[config.mk]
export PLATFORM = sky130hd
export DESIGN_NAME = micro_sequencer
export DESIGN_NICKNAME = d
export VERILOG_FILES = /design/src/rtl/mpp_seq_pkg.sv /design/src/rtl/micro_sequencer.sv
export SDC_FILE = /design/constraint.sdc
export NUM_CORES = 1
export LEC_CHECK = 0
export CORE_MARGIN = 5
export CORE_UTILIZATION = 40
export CTS_CLUSTER_DIAMETER = 50
export DETAILED_ROUTE_END_ITERATION = 16
export PLACE_DENSITY = 0.79
export SLEW_MARGIN = 30
export SYNTH_ARGS = -nofsm -noshare
export SYNTH_HDL_FRONTEND = slang
export SYNTH_SLANG_ARGS = --single-unit
[constraint.sdc]
create_clock -name clk -period 2.5 [get_ports clk]
set_clock_uncertainty 0.2 [all_clocks]
set_input_delay 0.25 -clock clk [delete_from_list [all_inputs] [get_ports clk]]
set_output_delay 0.25 -clock clk [all_outputs]
set_load 0.05 [all_outputs]
[src/rtl/mpp_seq_pkg.sv]
// +------------------------------------------------------------------------+
// | mpp_seq_pkg: shared encodings for the micro_sequencer control FSM.     |
// | Revision: 1.0                                                          |
// +------------------------------------------------------------------------+
`default_nettype none

package mpp_seq_pkg;

  typedef enum logic [1:0] {
    ST_IDLE   = 2'd0,
    ST_DECODE = 2'd1,
    ST_EXEC   = 2'd2
  } state_t;

  // Next-address field of a microword.
  localparam logic [1:0] SEQ_NEXT   = 2'b00;
  localparam logic [1:0] SEQ_BRANCH = 2'b01;
  localparam logic [1:0] SEQ_END    = 2'b10;
  localparam logic [1:0] SEQ_RSVD   = 2'b11;

  // Branch condition select.
  localparam logic [1:0] COND_ALWAYS = 2'b00;
  localparam logic [1:0] COND_ZERO   = 2'b01;
  localparam logic [1:0] COND_CARRY  = 2'b10;
  localparam logic [1:0] COND_NEG    = 2'b11;

  // Bit positions inside the {neg, carry, zero} flags bus.
  localparam int FLAG_ZERO  = 0;
  localparam int FLAG_CARRY = 1;
  localparam int FLAG_NEG   = 2;

endpackage : mpp_seq_pkg

`default_nettype wire

[src/rtl/micro_sequencer.sv]
// +------------------------------------------------------------------------+
// | micro_sequencer: opcode fetch/decode/execute sequencer driving a       |
// | microcode control-store address with branch, end and watchdog logic.  |
// | Revision: 1.0                                                          |
// +------------------------------------------------------------------------+
`default_nettype none

module micro_sequencer
  import mpp_seq_pkg::*;
#(
  parameter int UPC_W      = 8,
  parameter int OP_W       = 4,
  parameter int WDOG_LIMIT = 64
) (
  input  logic             clk,
  input  logic             rst_n,
  input  logic             instr_valid,
  input  logic [OP_W-1:0]  instr,
  output logic             instr_ready,
  output logic             dec_en,
  output logic [OP_W-1:0]  dec_addr,
  input  logic [UPC_W-1:0] dec_data,
  input  logic [1:0]       seq_op,
  input  logic [UPC_W-1:0] seq_target,
  input  logic [1:0]       cond_sel,
  input  logic [2:0]       flags,
  output logic [UPC_W-1:0] upc,
  output logic             ucode_valid,
  output logic             err
);

  localparam int CNT_W = (WDOG_LIMIT > 1) ? $clog2(WDOG_LIMIT) : 1;
  localparam logic [CNT_W-1:0] STEP_LAST = CNT_W'(WDOG_LIMIT - 1);

  state_t           state;
  logic [OP_W-1:0]  ir;
  logic [CNT_W-1:0] step;

  logic cond_met;
  logic upc_last;
  logic wdog_hit;

  always_comb begin
    cond_met = 1'b0;
    case (cond_sel)
      COND_ALWAYS: cond_met = 1'b1;
      COND_ZERO:   cond_met = flags[FLAG_ZERO];
      COND_CARRY:  cond_met = flags[FLAG_CARRY];
      COND_NEG:    cond_met = flags[FLAG_NEG];
      default:     cond_met = 1'b0;
    endcase
  end

  assign upc_last = &upc;
  assign wdog_hit = (step == STEP_LAST);

  // Handshake outputs follow the state only, forced low while reset is held.
  assign instr_ready = rst_n && (state == ST_IDLE);
  assign dec_en      = rst_n && (state == ST_DECODE);
  assign ucode_valid = rst_n && (state == ST_EXEC);
  assign dec_addr    = ir;

  always_ff @(posedge clk) begin
    if (!rst_n) begin
      state <= ST_IDLE;
      ir    <= '0;
      upc   <= '0;
      step  <= '0;
      err   <= 1'b0;
    end else begin
      err <= 1'b0;
      case (state)
        ST_IDLE: begin
          if (instr_valid) begin
            ir    <= instr;
            state <= ST_DECODE;
          end
        end

        ST_DECODE: begin
          upc   <= dec_data;
          step  <= '0;
          state <= ST_EXEC;
        end

        ST_EXEC: begin
          // Watchdog wins over whatever the microword asks for.
          if (wdog_hit) begin
            err   <= 1'b1;
            state <= ST_IDLE;
          end else begin
            step <= step + CNT_W'(1);
            case (seq_op)
              SEQ_NEXT, SEQ_BRANCH: begin
                if (seq_op == SEQ_BRANCH && cond_met) begin
                  upc <= seq_target;
                end else if (upc_last) begin
                  err   <= 1'b1;
                  state <= ST_IDLE;
                end else begin
                  upc <= upc + UPC_W'(1);
                end
              end
              SEQ_END: begin
                state <= ST_IDLE;
              end
              default: begin
                err   <= 1'b1;
                state <= ST_IDLE;
              end
            endcase
          end
        end

        default: begin
          state <= ST_IDLE;
        end
      endcase
    end
  end

endmodule : micro_sequencer

`default_nettype wire

# Word level (Yosys, flattened, before mapping)
# Index checks and enable logic that the tools add are counted.
# word_totals
elab_cells,54
out_inout_bits,16
reg_bits,21
inputBits,30
# op_classes
n_addsub,2
n_reduce_logical,15
muxes,18
n_eq_ne,14
# op_table
cell,n
$mux 8,4
$pmux 8 s2,1
$pmux 6 s2,1
$mux 2,5
$add 8x1->8 const B,1
$eq 2x2->1 const B,4
$ne 4x4->1 const B,2
$reduce_and 8->1,1
$add 6x1->6 const B,1
$eq 2x1->1 const B,3
$eq 6x6->1 const B,1
$logic_not 2->1,3
$mux 6,1
$pmux 2 s3,1
$reduce_and 2->1,3
$logic_and 1x1->1,4
$ne 2x2->1 const B,2
$pmux 1 s4,1
$reduce_and 4->1,1
$mux 1,3
$ne 3x2->1 const B,1
$reduce_and 3->1,1
$ne 2x1->1 const B,1
$pmux 1 s2,1
2 further kinds,2

# Longest topological paths before layout
# logic_depth
ltp_word,7
ltp_mapped,7
depth_no_buf,6

# Worst setup path after synthesis
# No wires, ideal clock.
# synth_path
kind,reg-to-output
start,register state[1]
end,output port instr_ready
t_arrival_ns,1.827
path_slack_ns,0.223
path_stages_with_launch,4
required_time_ns,2.050
n_path_buf,2
path_cell_list,dfxtp_1 clkbuf_1 clkbuf_1 nor3b_1
# synth_via
elab_chain_len,2
# synth_lines
element,line_no,text
from (decl),micro_sequencer.sv:35,state_t state;
from (signal assigned),micro_sequencer.sv:65,state <= ST_IDLE;
from (signal assigned),micro_sequencer.sv:76,state <= ST_DECODE;
from (signal assigned),micro_sequencer.sv:83,state <= ST_EXEC;
$logic_not 2->1,micro_sequencer.sv:58,assign instr_ready = rst_n && (state == ST_IDLE);
$logic_and 1x1->1,micro_sequencer.sv:58,
to (decl),micro_sequencer.sv:19,"output logic instr_ready,"
# Every way passes these cells.

# Final worst setup path
# layout_path
start,register state[1]
end,output port ucode_valid
# layout_via
elab_chain_len,2
# layout_lines
element,line_no,text
$eq 2x2->1,micro_sequencer.sv:60,assign ucode_valid = rst_n && (state == ST_EXEC);
$logic_and 1x1->1,micro_sequencer.sv:60,
to (decl),micro_sequencer.sv:28,"output logic ucode_valid,"
# Every way passes these cells.

==> results_dict.tcl <==
set metrics [dict create \
    synth_cell_types 39 \
    post_cts_resized 0 \
    p_per_area_mw_per_mm2 443.0 \
    dp_hpwl_microns 2598 \
    port_buffers 45 \
    hold_depth 3 \
    grt-ovfl-total 0 \
    crit_type "reg -> out" \
    hold_path_class "in -> reg" \
    fin_crit_sh_pct 90.94 \
    maxSlewViolCount 0 \
    crit_family "flip-flops" \
    synth_nets 183 \
    hold_violations 0 \
    vdd.ir_drop.worst_mv 0.2952 \
    final_area_sq_mm 0.001844 \
    first_iter_violations 34 \
    n_antenna_cell 0 \
    timing.final.setup_violations 0 \
    wl_microns 3379 \
    critPathLaunchType "flip-flop" \
    max_slew_margin_pct 64.59 \
    row_count 20 \
    ctsHtreeMaxLevel 1 \
    tightest_slew_ns 0.5304 \
    gr-usage-all-layers_pct 16.47 \
    viasPerCell 5.519 \
    tritoncts "built" \
    cts-hold-fix-buffers 0 \
    synth_area_leaders "dfxtp_1 (33%), mux2i_1 (7.0%), nor2b_1 (5.3%)" \
    crit_chain "nor2b_1, and2_1, buf_12" \
    fin_crit_ns 2.273 \
    placed_cell_area_sq_mm 0.001817 \
    path_buf_inv 1 \
    cts_root_buffer "clkbuf_4" \
    grt_start_max_net_pins 17 \
    synth_area_sq_mm 0.001287 \
    cts_setup_buffers 0 \
    io_pins 46 \
    wire_per_inst_microns 14.14 \
    fmax_mhz 439.9 \
    fin_tns_setup_ns 0 \
    routabilityCongestion 0.9163 \
    synth_most_common_cell "dfxtp_1" \
    antenna_found_initial 0 \
    path_depth 3 \
    ys_seq_area_share_pct 32.65 \
    cts_buffers 3 \
    drc 0 \
    p_leak_nw 0.7388 \
    yosysWarnings 0 \
    die_width_microns 66.74 \
    synth_edf_count 0 \
    grt_pass1_wl_microns 5671 \
    clk_latency_ns 0.31 \
    yosys.area.top_type "dfxtp_1" \
    synth_common_cells "dfxtp_1 (21), nor2b_1 (11), a31oi_1 (9), mux2i_1 (9), nand2_1 (9)" \
    critPathMaxStageDelay_ns 0.68 \
    dieArea_sq_mm 0.004454 \
    status "finished clean" \
    synthCells 151 \
    vias 1319 \
    dr.pass1.iters 4 \
    rsz0062_at_grt "no" \
    syn_to_final_growth_pct 43.25 \
    cts_sinks 21 \
    arrival_ns 1.82 \
    core_area_sq_mm 0.003078 \
    clk_pin_slew_ns 0.13 \
    async_reset_ff_share_pct 0 \
    critPathSlowestCell "dfxtp_1" \
    nNetsFinal 228 \
    critPathMaxFanout 16 \
    rr_worst_depth 6 \
    dieHeight_microns 66.74 \
    grt_pass1_vias 1352 \
    crit_path_end_kind "output port" \
    max-clock-path-buffers 2 \
    ys_ff_latch 21 \
    drive_gt1_share_pct 8.205 \
    synth_area_per_cell_sq_um 8.526 \
    yosysTopAreaCellShare_pct 32.65 \
    crit_required_ns 2.05 \
    start_util_pct 41.83 \
    postRouteAntennaNets 0 \
    cap_viol_max_count 0 \
    synthFlopType "dfxtp_1" \
]
## cells in the final DEF, fill, tap and decap left out, drive strengths merged, types with 6 or more instances in the layout
| cell type | Yosys | layout |
|---|---|---|
| inv | 6 | 6 |
| clkdlybuf4s50 | 0 | 42 |
| mux2i | 9 | 9 |
| o21ai | 8 | 8 |
| dfxtp | 21 | 21 |
| a31oi | 9 | 9 |
| nand2 | 9 | 9 |
| nor2b | 11 | 11 |
| buf | 2 | 8 |
| a21oi | 8 | 8 |
## routing by layer
| metal | track usage, % | vias to the layer above | share of wire, % |
|---|---|---|---|
| met2 | 28.71 | 46 | 48 |
| met4 | 11.17 | 0 | 3.3 |
| li1 | - | 648 | - |
| met3 | 2.698 | 9 | 4.5 |
| met1 | 18.04 | 616 | 44 |
| met5 | 0 | - | 0 |
## state kept, by name, summed over array words and instances, names as in the netlist
name,cells
upc,8
step,6
dec_addr,4
state,2
err,1
## kinds of logic after synthesis
kind of cell,count (synthesis),synth area share [%]
buf+inv,16,5.150
compound gates,46,25.95
xor+xnor,6,4.082
mux,9,6.997
fa+ha+maj,2,1.943
simple gates,51,23.23
flops,21,32.65
## area by class of cell
type,instances,area [sq um]
flip-flops and latches,21,420.4
inverters,6,22.52
clock buffers,3,22.52
multi-input cells,114,800.8
fillers,282,1234
repair buffers,50,518.0
clock inverters,1,5.005
well taps,44,55.05
## where the power goes
group	leakage (nW)	switching [mW]	internal (mW)	total (mW)
registers	0.172	0.0272	0.354	0.382
logic	0.549	0.140	0.123	0.262
clock network	0.0177	0.113	0.0599	0.173
## per-stage QoR
step	worst slack [ns]	cells	hold WS [ns]	util [%]	total power [mW]
final	0.2265	239	0.3020	59.92	0.8169
after detailed placement	0.1362	235	0.2980	59.02	0.6519
after floorplan	0.2230	151	0.2022	-	0.5358
after global routing	0.1064	239	0.3020	59.92	0.8577
after CTS	0.2105	239	0.2984	59.92	0.8238
after global placement	0.2160	235	0.2828	59.02	0.6453
## final timing paths
check / startpoint / endpoint / slack (ns)
max: state[1]$_SDFFE_PN0P_ / ucode_valid / 0.23
min: dec_data[6] / upc[6]$_SDFFE_PN0P_ / 0.30
max reg2reg: step[0]$_SDFFE_PN0P_ / upc[0]$_SDFFE_PN0P_ / 0.25
min reg2reg: step[3]$_SDFFE_PN0P_ / step[3]$_SDFFE_PN0P_ / 0.33
## worst reg2reg max path: cells and delay by family, from the launching register on
kind / cells / cell delay [ns]
AND/OR/NAND/NOR: 2 / 0.58
flip-flops: 1 / 0.37
multiplexers: 1 / 0.22
AO/OA/AOI/OAI: 2 / 0.54
adder cells (fa/ha/maj): 1 / 0.27
No activity file was read; power rests on OpenSTA's default activity.
